## src/rtl/osc_meas_sequencer.sv

```systemverilog
// Ring-oscillator measurement scheduler: settle, counter clear, gate window, sync hold,
// capture, then a valid/ready result handshake with optional alternate and continuous rounds.
module osc_meas_sequencer #(
    parameter int WIDTH         = 16,
    parameter int SETTLE_CYCLES = 16,
    parameter int GATE_CYCLES   = 1000,
    parameter int SYNC_CYCLES   = 2
) (
    input  logic             clk,
    input  logic             rst,
    input  logic             start,
    input  logic             continuous,
    input  logic [1:0]       mode,
    input  logic [WIDTH-1:0] cnt_value,
    output logic             osc_en_inv,
    output logic             osc_en_nand,
    output logic             osc_sel,
    output logic             cnt_clr,
    output logic             cnt_gate,
    output logic [WIDTH-1:0] res_data,
    output logic             res_id,
    output logic             res_sat,
    output logic             res_valid,
    input  logic             res_ready,
    output logic             busy
);

    typedef enum logic [2:0] {
        IDLE, SETTLE, CLEAR, GATE, HOLD, CAPTURE, OUTPUT
    } state_t;

    // Timer counts down to zero, so each load is the state length minus one.
    localparam logic [15:0] SETTLE_LD = 16'(SETTLE_CYCLES - 1);
    localparam logic [15:0] GATE_LD   = 16'(GATE_CYCLES - 1);
    localparam logic [15:0] SYNC_LD   = 16'(SYNC_CYCLES - 1);

    state_t            state_q, state_d;
    logic [15:0]       timer_q, timer_d;
    logic [1:0]        mode_q, mode_d;
    logic              cur_osc_q, cur_osc_d;
    logic              run_d;
    logic              alt_mode;
    logic              xfer;

    logic              osc_en_inv_q, osc_en_nand_q, osc_sel_q;
    logic              cnt_clr_q, cnt_gate_q, busy_q;
    logic [WIDTH-1:0]  res_data_q;
    logic              res_id_q, res_sat_q, res_valid_q;

    assign alt_mode = (mode_q == 2'b10) || (mode_q == 2'b11);
    assign xfer     = res_valid_q & res_ready;

    always_comb begin
        state_d   = state_q;
        timer_d   = timer_q;
        mode_d    = mode_q;
        cur_osc_d = cur_osc_q;
        case (state_q)
            IDLE: begin
                if (start) begin
                    mode_d    = mode;
                    cur_osc_d = (mode == 2'b01);
                    state_d   = SETTLE;
                    timer_d   = SETTLE_LD;
                end
            end
            SETTLE: begin
                if (timer_q == 16'd0) state_d = CLEAR;
                else                  timer_d = timer_q - 16'd1;
            end
            CLEAR: begin
                state_d = GATE;
                timer_d = GATE_LD;
            end
            GATE: begin
                if (timer_q == 16'd0) begin
                    state_d = HOLD;
                    timer_d = SYNC_LD;
                end else begin
                    timer_d = timer_q - 16'd1;
                end
            end
            HOLD: begin
                if (timer_q == 16'd0) state_d = CAPTURE;
                else                  timer_d = timer_q - 16'd1;
            end
            CAPTURE: state_d = OUTPUT;
            OUTPUT: begin
                if (xfer) begin
                    // Second half of an alternate round takes priority over the round boundary.
                    if (alt_mode && !cur_osc_q) begin
                        cur_osc_d = 1'b1;
                        state_d   = SETTLE;
                        timer_d   = SETTLE_LD;
                    end else if (continuous) begin
                        mode_d    = mode;
                        cur_osc_d = (mode == 2'b01);
                        state_d   = SETTLE;
                        timer_d   = SETTLE_LD;
                    end else begin
                        state_d = IDLE;
                    end
                end
            end
            default: state_d = IDLE;
        endcase
        run_d = (state_d == SETTLE) || (state_d == CLEAR) || (state_d == GATE);
    end

    // Outputs are registered from the next state so they align with the state they describe.
    always_ff @(posedge clk) begin
        if (rst) begin
            state_q       <= IDLE;
            timer_q       <= 16'd0;
            mode_q        <= 2'b00;
            cur_osc_q     <= 1'b0;
            osc_en_inv_q  <= 1'b0;
            osc_en_nand_q <= 1'b0;
            osc_sel_q     <= 1'b0;
            cnt_clr_q     <= 1'b0;
            cnt_gate_q    <= 1'b0;
            busy_q        <= 1'b0;
            res_data_q    <= '0;
            res_id_q      <= 1'b0;
            res_sat_q     <= 1'b0;
            res_valid_q   <= 1'b0;
        end else begin
            state_q       <= state_d;
            timer_q       <= timer_d;
            mode_q        <= mode_d;
            cur_osc_q     <= cur_osc_d;
            osc_en_inv_q  <= run_d & ~cur_osc_d;
            osc_en_nand_q <= run_d & cur_osc_d;
            if (run_d) osc_sel_q <= cur_osc_d;
            cnt_clr_q     <= (state_d == CLEAR);
            cnt_gate_q    <= (state_d == GATE);
            busy_q        <= (state_d != IDLE);
            if (state_q == CAPTURE) begin
                res_data_q  <= cnt_value;
                res_id_q    <= cur_osc_q;
                res_sat_q   <= &cnt_value;
                res_valid_q <= 1'b1;
            end else if (xfer) begin
                res_valid_q <= 1'b0;
            end
        end
    end

    assign osc_en_inv  = osc_en_inv_q;
    assign osc_en_nand = osc_en_nand_q;
    assign osc_sel     = osc_sel_q;
    assign cnt_clr     = cnt_clr_q;
    assign cnt_gate    = cnt_gate_q;
    assign busy        = busy_q;
    assign res_data    = res_data_q;
    assign res_id      = res_id_q;
    assign res_sat     = res_sat_q;
    assign res_valid   = res_valid_q;

endmodule

```

## config.mk

```make
export PLATFORM = sky130hd
export DESIGN_NAME = osc_meas_sequencer
export DESIGN_NICKNAME = d
export VERILOG_FILES = /design/src/rtl/osc_meas_sequencer.sv
export SDC_FILE = /design/constraint.sdc
export NUM_CORES = 1
export LEC_CHECK = 0
export CAP_MARGIN = 40
export CORE_MARGIN = 2
export CORE_UTILIZATION = 50
export DETAILED_ROUTE_END_ITERATION = 7
export DONT_BUFFER_PORTS = 1
export GPL_TIMING_DRIVEN = 0
export MAX_ROUTING_LAYER = met4
export SKIP_LAST_GASP = 1
export SLEW_MARGIN = 10
export SYNTH_ARGS = -nofsm -noshare
export SYNTH_HDL_FRONTEND = slang
export SYNTH_SLANG_ARGS = --single-unit
```

## constraint.sdc

```tcl
create_clock -name clk -period 3.2 [get_ports clk]
set_input_delay 0.64 -clock clk [delete_from_list [all_inputs] [get_ports clk]]
set_output_delay 0.64 -clock clk [all_outputs]
set_load 0.05 [all_outputs]
```

==> key figures, run 1 <==
Synthesis
  • Synth area leader: dfxtp_1
  • Main area contributors after synthesis: dfxtp_1 (38%), nand2_1 (7.3%), a21oi_1 (6.2%)
  • Synth cell types: 54
  • Ys Warns: 0
  • Most used DFF post-synth: dfxtp_1
  • Count leader, synth: nand2_1
  • FFs w/ async S/R, synth: 0%
  • Synth top area share: 38.1%
  • Cells after synthesis: 310
  • Avg Inst Size Synth: 7.80 sq um
  • EDFF count, synth: 0
  • Most instantiated cells after synthesis: nand2_1 (47), dfxtp_1 (46), a21oi_1 (30)
  • Post-Syn Area: 2420 sq um
  • Synthesis-stage register bit count: 46
  • Syn_nets: 334
  • Seq/Total Area, Yosys: 38.1%

Setup path
  • CP max FO: 10
  • Worst EP required: 3.40 ns
  • Critical Path Sink Type: register
  • Setup crit start kind: register
  • Slowest CP cell: nor4_4
  • CP cell instances: inv_1 -> ha_1 -> or3b_1 -> clkbuf_1 -> or3_1 -> clkbuf_1 -> nor4_4 -> buf_6 -> o21ai_0 -> o2111a_1
  • Crit path largest cell delay: 0.51 ns
  • Crit Path Class: reg2reg
  • Crit-path most repeated cell: clkbuf_1
  • Critical Path AT: 2.95 ns

Power and ir drop
  • Leak: 0.912 nW
  • Peak supply drop: 0.000268 V
  • PwrDens: 717 nW/um^2

CTS
  • Bufs on Longest Clock Path: 2
  • Clock transition at path regs: 0.09 ns
  • Hold Buf Count CTS: 0
  • CTS Sinks: 46
  • Worst-Skew Late Latency: 0.30 ns
  • H-Tree Depth: 2
  • Clock Tree Root: clkbuf_8
  • Post-CTS Setup Inserts: 0
  • CTS tree: done
  • TritonCTS buffer count: 5

Global routing
  • First-pass GRT wire length: 10400 microns
  • Largest net degree at the start of global routing: 16
  • GRT Util Overall: 25.4%
  • Overflow after GRT: 0
  • Initial antenna violation count: 0
  • Via count of the first global-routing pass: 2179

Detailed routing
  • Vias: 2315
  • Routed len/inst: 17.1 microns
  • Drt initial violations: 181
  • DR vias/cell: 6.22
  • Residual DRC: 0
  • Antenna viol nets, final: 0
  • Drt pass-1 iters: 4
  • Final WL: 6380 microns

Placed design
  • DP HPWL: 4620 microns
  • IO Port Bufs: 0
  • DP Worst Slack: 0.00815 ns
  • Placer Congestion: 0.857

Die
  • Num rows: 25
  • Core area: 4690 sq um
  • IO Pins: 48
  • Die area: 5410 sq um
  • Die Span X: 73.6 microns
  • Initial Utilization: 51.5%
  • Die Y: 73.6 microns

Timing
  • Setup violators final: 0
  • WHS: 0.467 ns
  • Setup Total Neg Slack: 0 ns
  • Final Worst Setup Slack: 0.445 ns
  • Clock skew: 0.00965 ns
  • RSZ-0062 raised after global routing: no
  • Max Fclk: 363 MHz
  • Final Cycle Share: 86.1%
  • Final Hold Fails: 0
  • Fin. max-slew vios: 0
  • Slew Limit Headroom: 35.4%
  • Worst slew pin tran: 0.969 ns
  • Tmin final: 2.76 ns

Hold path
  • Hold Path Class: in2reg

Finish
  • Area Overhead vs Synth: 7.86%
  • Footprint of the multi-input gates: 1380 sq um
  • N_diodes: 0
  • Register area: 921 sq um
  • Fillers: 454
  • Final #Nets: 341
  • Share of layout cells above drive strength 1: 5.35%

Outcome
  • Status: finished, final reports clean

Flow run
  • Number of max-cap violations: 0
layout by cell type (no fill, tap or decap), types with 2 or more instances in the layout:
cell type / count
nand2_1: 47
dfxtp_1: 46
a21oi_1: 30
nor2_1: 21
clkbuf_1: 20
inv_1: 9
o21ai_0: 9
o31ai_1: 8
nor3_1: 8
or4_1: 7
nand2b_1: 6
nand3_1: 6
a31oi_1: 6
nand4_1: 6
nor4_1: 5
clkbuf_8: 5
nor2b_1: 4
or3_1: 4
a21o_1: 4
a211oi_1: 4
nor3b_1: 4
mux2i_1: 4
o211ai_1: 4
and2_1: 3
o21a_1: 3
o311ai_0: 3
or2_2: 2
a311oi_1: 2
a41oi_1: 2
buf_2: 2
nand4b_1: 2
a221oi_1: 2
o21ai_1: 2
and3_1: 2
cell families (layout without fill, tap and decap cells):
kind of cell / Yosys count / count (layout) / share of synthesized area, %
adders and majority gates: 1 / 1 / 0.517
muxes: 4 / 4 / 1.66
xor gates and xnor gates: 1 / 1 / 0.362
DFF: 46 / 46 / 38.1
buffers and inverters: 32 / 40 / 5.38
AOI/OAI and AO/OA: 93 / 93 / 25.6
and+or+nand+nor: 133 / 133 / 28.5
per-layer routing:
layer | track usage (%) | share of wire, % | vias up
met5 | - | 0 | -
met4 | 7.47 | 0.75 | 0
met3 | 6.31 | 7.1 | 6
met2 | 39.7 | 48 | 81
met1 | 32.6 | 44 | 1068
li1 | - | - | 1160
worst max-delay path, delay by kind of cell (launching register included):
kind / cells / cell delay (ns)
flip-flops: 1 / 0.33
AO/OA/AOI/OAI: 2 / 0.23
buffers and inverters: 4 / 0.69
AND/OR/NAND/NOR: 3 / 1.23
adder cells (fa/ha/maj): 1 / 0.18
final cells by class:
| type | count | share of cell area [%] |
|---|---|---|
| Clock inverter | 3 | 1.68 |
| Clock buffer | 5 | 2.64 |
| Sequential cell | 46 | 35.3 |
| Multi-Input combinational cell | 232 | 52.8 |
| Tap cell | 54 | 2.59 |
| Buffer | 23 | 3.69 |
| Inverter | 9 | 1.29 |
power breakdown:
group | switching, mW | total, mW | internal (mW)
clock | 0.207 | 0.442 | 0.234
sequential | 0.104 | 0.741 | 0.638
combinational | 0.439 | 0.687 | 0.248
stage by stage:
step / total power [mW] / cell area (sq um) / utilization, % / cells
floorplan: 1.26 / 2420 / - / 310
global placement: 1.42 / 2490 / 53.0 / 364
detailed placement: 1.42 / 2490 / 53.0 / 364
CTS: 1.87 / 2600 / 55.5 / 372
global route: 1.99 / 2610 / 55.6 / 372
finish: 1.87 / 2610 / 55.6 / 372
final timing paths:
kind | startpoint | endpoint | slack, ns | cells after the start
max reg2reg | timer_q[0]$_SDFFE_PP0P_ | timer_q[1]$_SDFFE_PP0P_ | 0.44 | 10
min reg2reg | mode_q[1]$_SDFFE_PP0P_ | mode_q[1]$_SDFFE_PP0P_ | 0.50 | 2
min | mode[1] | mode_q[1]$_SDFFE_PP0P_ | 0.47 | 2
max | timer_q[0]$_SDFFE_PP0P_ | timer_q[1]$_SDFFE_PP0P_ | 0.44 | 10
repair_timing:
| item | 4_1_cts | 5_1_grt |
|---|---|---|
| endpoints found under the hold margin | 0 | 0 |
| pin swaps | 0 | 0 |
| endpoints found under the setup margin | 2 | 3 |
| cloned | 0 | 0 |
| gates resized for setup | 1 | 1 |
Note: power is estimated with default switching activity, not from simulation.
==> inputs of run 2 (changes only) <==
--- a/config.mk
+++ b/config.mk
@@ -8,6 +8,7 @@
 export CAP_MARGIN = 40
 export CORE_MARGIN = 2
 export CORE_UTILIZATION = 50
+export CTS_CLUSTER_DIAMETER = 40
 export DETAILED_ROUTE_END_ITERATION = 7
 export DONT_BUFFER_PORTS = 1
 export GPL_TIMING_DRIVEN = 0
==> results of run 2 <==
Same layout as run 1: the final DEF is identical, and so are final timing and power.
==> inputs of run 3 (changes only) <==
--- a/config.mk
+++ b/config.mk
@@ -7,12 +7,13 @@
 export LEC_CHECK = 0
 export CAP_MARGIN = 40
 export CORE_MARGIN = 2
-export CORE_UTILIZATION = 50
+export CORE_UTILIZATION = 55
 export CTS_CLUSTER_DIAMETER = 40
 export DETAILED_ROUTE_END_ITERATION = 7
 export DONT_BUFFER_PORTS = 1
 export GPL_TIMING_DRIVEN = 0
 export MAX_ROUTING_LAYER = met4
+export PLACE_DENSITY = 0.7
 export SKIP_LAST_GASP = 1
 export SLEW_MARGIN = 10
 export SYNTH_ARGS = -nofsm -noshare
==> run 3 against run 2 <==
Hold slack improved by 0.0054 ns. Combinational power about the same. Critical path depth decreased by 2. Routed wire length decreased by 2.1%. Final cell count decreased by 0.54%. Flip-flop and latch count unchanged. Largest power group unchanged. Power decreased by 4.0%. Final area decreased by 0.91%.
==> key figures, run 3 (same netlist as run 1, synthesis figures left out) <==
Finish
  • Final #Nets: 341 (unchanged)
  • Final Core Density: 60.2% (was 55.6%)
  • N_diodes: 0 (unchanged)
  • Final instance area: 2580 sq um (was 2610 sq um)
  • Commonest non-fill, non-tap cells in the layout: nand2_1 (47), dfxtp_1 (46), a21oi_1 (30) (unchanged)
  • Share of layout cells above drive strength 1: 5.03% (was 5.35%)
  • Most common cell after layout, fill and taps aside: nand2_1 (unchanged)
  • Area Overhead vs Synth: 6.88% (was 7.86%)

Timing
  • Worst slew pin tran: 0.925 ns (was 0.969 ns)
  • Final Cycle Share: 88.0% (was 86.1%)
  • Max Fclk: 355 MHz (was 363 MHz)
  • Setup violators final: 0 (unchanged)
  • Setup Total Neg Slack: 0 ns (unchanged)
  • Tmin final: 2.82 ns (was 2.76 ns)
  • Clock skew: 0.00946 ns (was 0.00965 ns)
  • Fin. max-slew vios: 0 (unchanged)
  • Final Hold Fails: 0 (unchanged)
  • RSZ-0062 raised after global routing: no (unchanged)
  • Slew Limit Headroom: 38.3% (was 35.4%)

Global routing
  • Overflow after GRT: 0 (unchanged)
  • Largest net degree at the start of global routing: 14 (was 16)
  • Via count of the first global-routing pass: 2124 (was 2179)
  • Initial antenna violation count: 0 (unchanged)
  • GRT Util Overall: 26.4% (was 25.4%)
  • First-pass GRT wire length: 10300 microns (was 10400 microns)

Placed design
  • Placer Congestion: 0.873 (was 0.857)
  • DP HPWL: 4410 microns (was 4620 microns)
  • IO Port Bufs: 0 (unchanged)
  • Placed Area: 2480 sq um (was 2490 sq um)

CTS
  • Bufs on Longest Clock Path: 2 (unchanged)
  • CTS tree: done (unchanged)
  • Clock transition at path regs: 0.09 ns (about the same)
  • Clock Tree Root: clkbuf_8 (unchanged)
  • H-Tree Depth: 2 (unchanged)
  • Post-CTS Setup Inserts: 0 (unchanged)
  • Worst-Skew Late Latency: 0.30 ns (about the same)
  • Hold Buf Count CTS: 0 (unchanged)
  • TritonCTS buffer count: 5 (unchanged)
  • CTS Sinks: 46 (unchanged)

Die
  • Num rows: 24 (was 25)
  • Initial Utilization: 56.3% (was 51.5%)
  • Die Span X: 70.3 microns (was 73.6 microns)
  • Core area: 4290 sq um (was 4690 sq um)
  • IO Pins: 48 (unchanged)
  • Die area: 4940 sq um (was 5410 sq um)
  • Die Y: 70.3 microns (was 73.6 microns)

Setup path
  • Worst reg2reg path depth: 8 (was 10)
  • Critical Path Sink Type: register (unchanged)
  • CP cell instances: inv_1 -> ha_1 -> or3b_1 -> clkbuf_1 -> nor3_2 -> a31oi_1 -> o31ai_2 -> o21ba_1 (was inv_1 -> ha_1 -> or3b_1 -> clkbuf_1 -> or3_1 -> clkbuf_1 -> nor4_4 -> buf_6 -> o21ai_0 -> o2111a_1)
  • Critical Path AT: 3.01 ns (was 2.95 ns)
  • Worst reg2reg setup slack: 0.38 ns (was 0.44 ns)
  • Slowest CP cell: o31ai_2 (was nor4_4)
  • Setup crit start kind: register (unchanged)
  • RR Startpoint: timer_q[0]$_SDFFE_PP0P_ (unchanged)
  • CP Capture Point: timer_q[12]$_SDFFE_PP0P_ (was timer_q[1]$_SDFFE_PP0P_)
  • Crit path largest cell delay: 0.53 ns (was 0.51 ns)
  • CP max FO: 7 (was 10)
  • Crit path launch: timer_q[0]$_SDFFE_PP0P_ (unchanged)
  • Crit Path Class: reg2reg (unchanged)
  • Worst EP required: 3.39 ns (was 3.40 ns)
  • Reg2reg end: timer_q[12]$_SDFFE_PP0P_ (was timer_q[1]$_SDFFE_PP0P_)

Detailed routing
  • Antenna viol nets, final: 0 (unchanged)
  • Routed len/inst: 16.9 microns (was 17.1 microns)
  • Vias: 2334 (was 2315)
  • DR vias/cell: 6.31 (was 6.22)
  • Residual DRC: 0 (unchanged)
  • Drt initial violations: 258 (was 181)
  • Drt pass-1 iters: 4 (unchanged)
  • Final WL: 6240 microns (was 6380 microns)

Outcome
  • Status: finished, final reports clean (unchanged)

Hold path
  • Hold_sp: cnt_value[2] (was mode[1])
  • Hold Path Class: in2reg (unchanged)

Power and ir drop
  • Leak: 0.902 nW (was 0.912 nW)
  • PwrDens: 694 nW/um^2 (was 717 nW/um^2)
  • Power Total: 1.79 mW (was 1.87 mW)
  • Peak supply drop: 0.000422 V (was 0.000268 V)

Flow run
  • Number of max-cap violations: 0 (unchanged)
-- run 3: stage by stage --
stage / worst slack, ns / std cells / hold WS (ns)
final: 0.385 / 370 / 0.473
after global routing: 0.256 / 370 / 0.471
after CTS: 0.121 / 370 / 0.469
after detailed placement: -0.101 / 362 / 0.483
after global placement: 0.0352 / 362 / 0.480
after floorplan: 0.780 / 310 / 0.463
-- run 3: what timing repair did --
| action | CTS | global route |
|---|---|---|
| hold endpoints to repair | 0 | 0 |
| setup endpoints to repair | 4 | 1 |
| resized for setup | 1 | 1 |
-- run 3: worst min-delay path by stage --
| stage | end | slack (ns) | cells past startpoint |
|---|---|---|---|
| floorplan | mode_q[1]$_SDFFE_PP0P_ | 0.46 | 2 |
| global placement | mode_q[1]$_SDFFE_PP0P_ | 0.48 | 2 |
| detailed placement | mode_q[1]$_SDFFE_PP0P_ | 0.48 | 2 |
| CTS | res_data[10]$_SDFFE_PP0N_ | 0.47 | 2 |
| global route | res_data[7]$_SDFFE_PP0N_ | 0.47 | 2 |
| finish | res_data[2]$_SDFFE_PP0N_ | 0.47 | 2 |
-- run 3: critical path, delay by kind of cell (launching register included) --
| kind | cells | cell delay, ns |
|---|---|---|
| AO/OA/AOI/OAI | 3 | 1.08 |
| adder cells (fa/ha/maj) | 1 | 0.19 |
| AND/OR/NAND/NOR | 2 | 0.84 |
| flip-flops | 1 | 0.33 |
| buffers and inverters | 2 | 0.28 |
-- run 3: area by class of cell --
type,instances,area [sq um]
plain buffers,23,96.3
inverters,9,33.8
clock inverters,1,5.00
well taps,52,65.1
clock buffers,7,86.3
fillers,407,1710
flip-flops and latches,46,921
multi-input cells,232,1380
-- run 3: layer usage --
metal,wire (microns),up-vias,GRT usage [%]
li1,-,1153,-
met1,2890,1077,37.5
met2,2870,99,39.4
met3,429,5,4.76
met4,45,0,5.77
met5,0,-,-
-- run 3: where the power goes --
group          switching, mW  internal [mW]  leakage, nW
clock network          0.189          0.174       0.0482
logic                  0.441          0.248        0.479
registers              0.105          0.637        0.374
total                  0.735           1.06        0.902
